<file path="config.mk">
export PLATFORM = sky130hd
export DESIGN_NAME = sisc_core
export DESIGN_NICKNAME = d
export VERILOG_FILES = /design/src/rtl/sisc_core.sv
export SDC_FILE = /design/constraint.sdc
export NUM_CORES = 2
export LEC_CHECK = 0
export CELL_PAD_IN_SITES_DETAIL_PLACEMENT = 1
export CELL_PAD_IN_SITES_GLOBAL_PLACEMENT = 1
export CORE_ASPECT_RATIO = 0.9
export CORE_MARGIN = 2
export CORE_UTILIZATION = 44
export CTS_CLUSTER_DIAMETER = 60
export DETAILED_ROUTE_END_ITERATION = 7
export DONT_BUFFER_PORTS = 1
export PLACE_DENSITY_LB_ADDON = 0.12
export SLEW_MARGIN = 30
export SYNTH_ARGS = -nofsm -noshare
export SYNTH_HDL_FRONTEND = slang
export SYNTH_SLANG_ARGS = --single-unit
</file>
<file path="constraint.sdc">
create_clock -name clk -period 19.95 [get_ports clk]
set_input_delay 0.9975 -clock clk [delete_from_list [all_inputs] [get_ports clk]]
set_output_delay 0.9975 -clock clk [all_outputs]
set_load 0.05 [all_outputs]
</file>
<file path="src/rtl/sisc_core.sv">
// sisc_core: small multi-cycle accumulator-free ALU core.
// Each instruction walks IDLE->DECODE->EXEC->WB; HALT parks the core.
module sisc_core #(
    parameter int DATA_W = 32,
    parameter int NREG   = 16
) (
    input  logic              clk,
    input  logic              rst_f,
    input  logic [31:0]       ir,
    input  logic              ir_valid,
    output logic              ir_ready,
    output logic              done,
    output logic              illegal,
    output logic              halted,
    output logic [3:0]        stat,
    input  logic [3:0]        dbg_addr,
    output logic [DATA_W-1:0] dbg_data
);

    localparam int SH_W = $clog2(DATA_W);
    localparam logic [3:0] OP_NOP  = 4'd0;
    localparam logic [3:0] OP_REG  = 4'd1;
    localparam logic [3:0] OP_IMM  = 4'd2;
    localparam logic [3:0] OP_HALT = 4'd15;

    typedef enum logic [2:0] {
        S_IDLE,
        S_DECODE,
        S_EXEC,
        S_WB,
        S_HALTED
    } state_t;

    state_t            state_q, state_d;
    logic [31:0]       ir_q, ir_d;
    logic [DATA_W-1:0] a_q, a_d;
    logic [DATA_W-1:0] b_q, b_d;
    logic [DATA_W-1:0] res_q, res_d;
    logic [3:0]        flags_q, flags_d;
    logic              bad_q, bad_d;
    logic [3:0]        stat_q, stat_d;
    logic              done_q, done_d;
    logic              illegal_q, illegal_d;
    logic              halted_q, halted_d;
    logic [DATA_W-1:0] regs_q [16];
    logic [DATA_W-1:0] regs_d [16];

    logic [3:0]        opc, mm, rd, rs, rt;
    logic [DATA_W-1:0] imm_ext;
    logic [DATA_W-1:0] rf_view [16];
    logic              is_alu, bad_op, wr_ok;

    assign opc = ir_q[31:28];
    assign mm  = ir_q[27:24];
    assign rd  = ir_q[23:20];
    assign rs  = ir_q[19:16];
    assign rt  = ir_q[15:12];

    if (DATA_W > 16) begin : g_sext
        assign imm_ext = {{(DATA_W-16){ir_q[15]}}, ir_q[15:0]};
    end else begin : g_trunc
        assign imm_ext = ir_q[DATA_W-1:0];
    end

    assign is_alu = (opc == OP_REG) || (opc == OP_IMM);
    assign bad_op = (!is_alu && opc != OP_NOP) || (is_alu && mm[3]);
    assign wr_ok  = (rd != 4'd0) && (int'(rd) < NREG);

    // R0 and unimplemented addresses read as zero everywhere
    always_comb begin
        for (int i = 0; i < 16; i++) begin
            rf_view[i] = (i == 0 || i >= NREG) ? '0 : regs_q[i];
        end
    end

    logic [DATA_W-1:0] alu_res;
    logic              alu_c, alu_v;
    logic [3:0]        alu_flags;
    logic [DATA_W:0]   sum, diff, shl_t, shr_t;
    logic [SH_W-1:0]   sh;

    always_comb begin
        sh      = b_q[SH_W-1:0];
        sum     = {1'b0, a_q} + {1'b0, b_q};
        diff    = {1'b0, a_q} - {1'b0, b_q};
        shl_t   = {1'b0, a_q} << sh;
        shr_t   = {a_q, 1'b0} >> sh;
        alu_res = '0;
        alu_c   = 1'b0;
        alu_v   = 1'b0;
        unique case (mm)
            4'd0: begin
                alu_res = sum[DATA_W-1:0];
                alu_c   = sum[DATA_W];
                alu_v   = (a_q[DATA_W-1] == b_q[DATA_W-1]) &&
                          (alu_res[DATA_W-1] != a_q[DATA_W-1]);
            end
            4'd1: begin
                alu_res = diff[DATA_W-1:0];
                alu_c   = diff[DATA_W];
                alu_v   = (a_q[DATA_W-1] != b_q[DATA_W-1]) &&
                          (alu_res[DATA_W-1] != a_q[DATA_W-1]);
            end
            4'd2: alu_res = a_q & b_q;
            4'd3: alu_res = a_q | b_q;
            4'd4: alu_res = a_q ^ b_q;
            4'd5: alu_res = ~a_q;
            4'd6: begin
                alu_res = shl_t[DATA_W-1:0];
                alu_c   = shl_t[DATA_W];
            end
            4'd7: begin
                alu_res = shr_t[DATA_W:1];
                alu_c   = shr_t[0];
            end
            default: alu_res = '0;
        endcase
        alu_flags = {alu_res == '0, alu_res[DATA_W-1], alu_c, alu_v};
    end

    always_comb begin
        state_d   = state_q;
        ir_d      = ir_q;
        a_d       = a_q;
        b_d       = b_q;
        res_d     = res_q;
        flags_d   = flags_q;
        bad_d     = bad_q;
        stat_d    = stat_q;
        regs_d    = regs_q;
        done_d    = 1'b0;
        illegal_d = illegal_q;
        halted_d  = halted_q;
        unique case (state_q)
            S_IDLE: begin
                if (ir_valid) begin
                    ir_d    = ir;
                    state_d = S_DECODE;
                end
            end
            S_DECODE: begin
                if (opc == OP_HALT) begin
                    state_d  = S_HALTED;
                    halted_d = 1'b1;
                end else begin
                    a_d     = rf_view[rs];
                    b_d     = (opc == OP_IMM) ? imm_ext : rf_view[rt];
                    state_d = S_EXEC;
                end
            end
            S_EXEC: begin
                res_d     = alu_res;
                flags_d   = alu_flags;
                bad_d     = bad_op;
                illegal_d = illegal_q | bad_op;
                done_d    = 1'b1;
                state_d   = S_WB;
            end
            S_WB: begin
                // register write lands on the edge leaving WB
                if (is_alu && !bad_q) begin
                    stat_d = flags_q;
                    if (wr_ok) regs_d[rd] = res_q;
                end
                state_d = S_IDLE;
            end
            S_HALTED: state_d = S_HALTED;
            default:  state_d = S_IDLE;
        endcase
    end

    always_ff @(posedge clk or posedge rst_f) begin
        if (rst_f) begin
            state_q   <= S_IDLE;
            ir_q      <= '0;
            a_q       <= '0;
            b_q       <= '0;
            res_q     <= '0;
            flags_q   <= '0;
            bad_q     <= 1'b0;
            stat_q    <= '0;
            done_q    <= 1'b0;
            illegal_q <= 1'b0;
            halted_q  <= 1'b0;
            regs_q    <= '{default: '0};
        end else begin
            state_q   <= state_d;
            ir_q      <= ir_d;
            a_q       <= a_d;
            b_q       <= b_d;
            res_q     <= res_d;
            flags_q   <= flags_d;
            bad_q     <= bad_d;
            stat_q    <= stat_d;
            done_q    <= done_d;
            illegal_q <= illegal_d;
            halted_q  <= halted_d;
            regs_q    <= regs_d;
        end
    end

    assign ir_ready = (state_q == S_IDLE) && !rst_f;
    assign done     = done_q;
    assign illegal  = illegal_q;
    assign halted   = halted_q;
    assign stat     = stat_q;
    assign dbg_data = rf_view[dbg_addr];

endmodule

</file>
; After elaboration in Yosys (flattened, before gate mapping)
; Index checks and enable logic that the tools add are counted.
[classes]
addsub = 2
n_mul = 0
div = 0
n_lt_le_gt_ge = 5
n_eq_ne = 19
shifts = 2
n_mux = 20
bitwise = 10
reduce_logical = 22
[ops]
columns = op, n
row1 = 512-bit bitwise mux, 1
row2 = 32-bit binary-select mux with 4-bit select, 3
row3 = 32-bit 2-to-1 mux, 8
row4 = 32-bit case mux with 8 select lines, 1
row5 = 32-bit demux with 4-bit select, 1
row6 = 32-bit by 32-bit adder with 33-bit output, 1
row7 = 32-bit by 5-bit << shifter with 33-bit output, 1
row8 = 33-bit by 5-bit >> shifter with 33-bit output, 1
row9 = 32-bit by 32-bit subtractor with 33-bit output, 1
row10 = 32-bit AND, 1
row11 = 32-bit zero test, 1
row12 = 32-bit inverter, 1
row13 = 32-bit OR, 1
row14 = 32-bit XOR, 1
row15 = "5-bit >= comparator, second input constant", 4
row16 = 4-bit inverter with 5-bit output, 4
row17 = "4-bit by 3-bit equality test with 1-bit output, second input constant", 4
row18 = "4-bit by 2-bit equality test with 1-bit output, second input constant", 3
row19 = 3-bit case mux with 4 select lines, 1
row20 = "4-bit by 1-bit equality test with 1-bit output, second input constant", 2
row21 = 2-bit AND reduction, 4
row22 = 4-bit nonzero test, 2
row23 = 1-bit logical AND, 7
row24 = "3-bit by 2-bit equality test with 1-bit output, second input constant", 2
row25 = other kinds (18), 24
[totals]
register_bits = 655
latchBits = 0
mem_bits_rw = 0
rom_bits = 0
output_inout_bits = 40
wordCells = 107
n_memories = 0

; Longest topological paths before layout
[depth]
ltp_word = 6
ltp_mapped = 18
depth_no_buf = 14

; Least setup slack after synthesis
; No wires, ideal clock.
[synth_timing]
kind = register to register
start = reg b_q[3]
end = reg flags_q[3]
setup_ns = 0.076
t_arrival_ns = 4.277
path_slack_ns = 15.597
stages_incl_launch_ff = 19
path_buffers = 5
cell_sequence = dfrtp_1 > buf_2 > clkinv_1 > buf_2 > buf_2 > buf_1 > ha_1 > buf_2 > o21a_1 > a2111oi_2 > nor2_1 > a211oi_2 > o31a_1 > o21ai_0 > a221oi_1 > o21ai_1 > a2111o_1 > or4_1 > o21ai_1
[synth_between]
elab_chain_len = 3
elab_cells_between_ends = 9
classes_between = add/sub (2) / shift (2) / mux (1) / bitwise (3) / reduce/logical (1)
[synth_lines]
columns = element, line_no
row1 = start: declaration, 37  ; logic [DATA_W-1:0] b_q, b_d;
row2 = start signal: assignment, 177  ; b_q <= '0;
row3 = start signal: assignment, 190  ; b_q <= b_d;
row4 = 32-bit by 32-bit subtractor with 33-bit output (tied with other cells), 85  ; diff = {1'b0, a_q} - {1'b0, b_q};
row5 = 32-bit case mux with 8 select lines (*), 91  ; unique case (mm)
row6 = 32-bit zero test (*), 118  ; alu_flags = {alu_res == '0, alu_res[DATA_W-1], alu_c, alu_v};
row7 = end signal: assignment, 192  ; flags_q <= flags_d;
row8 = end: declaration, 39  ; logic [3:0] flags_q, flags_d;
; Mark *: on every way between the ends. The rest lies on a longest branch, timed or not.
; A chain may end at the register's enable or synchronous reset.

; Worst setup path in the final report
[layout_timing]
start = reg b_q[0]
end = reg flags_q[3]
; Same word-level chain as after synthesis.

==> key figures <==
Run status
  • Status: complete, no violations

Yosys
  • Synth cell types: 88
  • Synth top cells by count: mux2_2 (626), dfrtp_1 (622), mux4_2 (413)
  • Synth top area cells: dfrtp_1 (35%), mux4_2 (21%), mux2_2 (16%)
  • Synth warn: 0
  • Sequential share of the synthesized area: 35.5%
  • Syn Inst Count: 3692
  • Post-Syn Area: 43900 um2
  • Number of synthesized flops with an enable pin: 0
  • Number of synthesized register bits: 622
  • Syn_nets: 3839
  • Syn Area/Cell: 11.9 um2
  • Largest area contributor in the netlist: dfrtp_1
  • Ys async rst share: 100%
  • Yosys top cell area share: 35.5%
  • Top_reg_cell synth: dfrtp_1
  • Count leader, synth: mux2_2

Timing
  • RSZ-0062 raised after global routing: no
  • Fmax: 181 MHz
  • Min cycle time layout: 5.53 ns
  • Worst Max-Slew Pin Slew: 1.03 ns
  • Hold Worst Slack: 0.320 ns
  • Final hold vios: 0
  • # setup viols final: 0
  • Setup tns final: 0 ns
  • Clk_skew: 0.0317 ns
  • Final-report max-slew violation count: 0
  • Crit share post-route: 27.7%
  • Slew headroom: 31.1%

Clocking
  • H-tree depth: 3
  • Post-CTS Resized: 0
  • Total setup buffers inserted after CTS: 0
  • Clock tree buffer depth: 3
  • CTS clock-pin slew for the worst setup and hold paths: 0.06 ns
  • Post-CTS Hold Buffers: 0
  • # clock sinks: 622
  • Clk_lat worst skew: 0.69 ns
  • Root Driver: clkbuf_16
  • CTS tree: yes
  • CTS buffer count: 79

Critical path
  • Worst reg2reg path depth: 12
  • Req. time, crit path: 20.55 ns
  • Endpoint type of the worst setup path: register
  • WP data arrival: 6.13 ns
  • Worst setup SP type: register
  • Critical setup path kind: register to register
  • Worst-path fanout max: 28

Placed design
  • GPL Wtd Cong: 1.02
  • Port Buffers: 0
  • Placed instance count: 4733
  • Detailed placement HPWL: 113 mm

GRT
  • Global Route Usage Sum: 34.2%
  • Overflow after GRT: 0
  • Largest net degree at the start of global routing: 165
  • Initial antenna violation count: 3
  • Vias in the first global route: 35600
  • First-pass GRT wire length: 257 mm

Final layout
  • Finished Layout Cells: 4883
  • Post-layout util: 48.4%
  • # nets final: 3633
  • Layout cells sized above 1: 36.9%
  • Area Growth Syn to Fin: 8.62%

Route
  • Iteration-0 DRC Markers: 3475
  • Drt drc: 0
  • Drt wl/cell: 35.7 um
  • Via count: 34200
  • Antenna Nets Post-Route: 0
  • DRT Pass-1 Iters: 6
  • Final wirelength: 174 mm
  • Vias per cell: 7.00

Floorplanning
  • Top-Level Pins: 79
  • Die Area: 102000 um2
  • Initial Util: 44.5%
  • Die height: 304 um
  • Core ar.: 98600 um2
  • Row cnt: 109
  • Die W: 337 um

Power and ir drop
  • VDD IR-drop max: 0.000134 V
  • Power density cells: 154 nW/um2
  • Pleak: 20.6 nW
  • Total power: 7.36 mW

Run
  • Maxcap violations: 0

Worst hold path
  • Hold WC Path Type: input pin to asynchronous set/reset pin
## flip-flops by register name, summed over array words and instances, names as in the netlist
signal	count
stat	4
flags_q	4
ir_q	32
res_q	31
b_q	32
state_q	3
regs_q	480
halted	1
done	1
a_q	32
illegal	1
bad_q	1
## stage by stage
stage	worst slack, ns	cell area (um2)
finish	14.42	47700
global route	14.26	47700
CTS	14.60	47600
detailed placement	14.61	44900
global placement	14.54	44900
floorplan	1.53	43900
## critical path: stages, from the launching register on
cell and delay (ns):
dfrtp_4 0.71, clkinv_1 0.84, ha_1 0.53, mux2i_1 0.47
mux2i_1 0.31, a21oi_1 0.54, o221ai_1 0.40, a21oi_1 0.32
nand2_1 0.15, a211oi_1 0.29, o2111ai_1 0.18, or4_1 0.55
o21ai_1 0.15
## cell type report
cell class	instances	area [um2]
tap	1332	1670
sequential	622	15600
fill	9947	50900
clock buffer	104	2220
clock inverter	41	442
inverter	107	409
timing repair buffer	64	606
multi-input combinational	2612	26700
antenna	1	2.50
## layer usage
layer,wire length [um],part of all wire (%),track usage [%]
met1,74300,43,49.1
met2,78900,45,52.1
met3,14300,8.2,6.35
met4,6620,3.8,11.8
met5,12,0.0069,0
## layout by cell type (no fill, tap or decap), drive strengths merged, types with 104 or more instances in the layout
cell,Yosys,routed
ha,106,106
inv,104,114
a21oi,169,169
o21ai,147,147
mux2,626,626
dfrtp,622,622
nor2,220,220
nand2,233,233
clkbuf,208,104
mux4,413,413
## cell families after synthesis
| group | share of synthesized area, % |
|---|---|
| AO/OA/AOI/OAI | 11.8 |
| XOR/XNOR | 0.160 |
| adder cells (fa/ha/maj) | 3.11 |
| buffers and inverters | 4.10 |
| flip-flops | 35.5 |
| multiplexers | 39.0 |
| AND/OR/NAND/NOR | 6.43 |
## power by group
group,internal (mW),switching [mW]
clock,0.840,0.633
sequential,1.50,0.645
combinational,1.37,2.38
## final timing paths
kind                          start          to  slack, ns
max                          b_q[0]  flags_q[3]      14.42
min in group clk           ir_valid  state_q[0]       0.44
max in group asynchronous     rst_f    ir_q[14]      16.92
min                           rst_f    res_q[6]       0.32
max reg2reg                  b_q[0]  flags_q[3]      14.42
min reg2reg                   bad_q       bad_q       0.50
(Power assumes the default switching activity.)
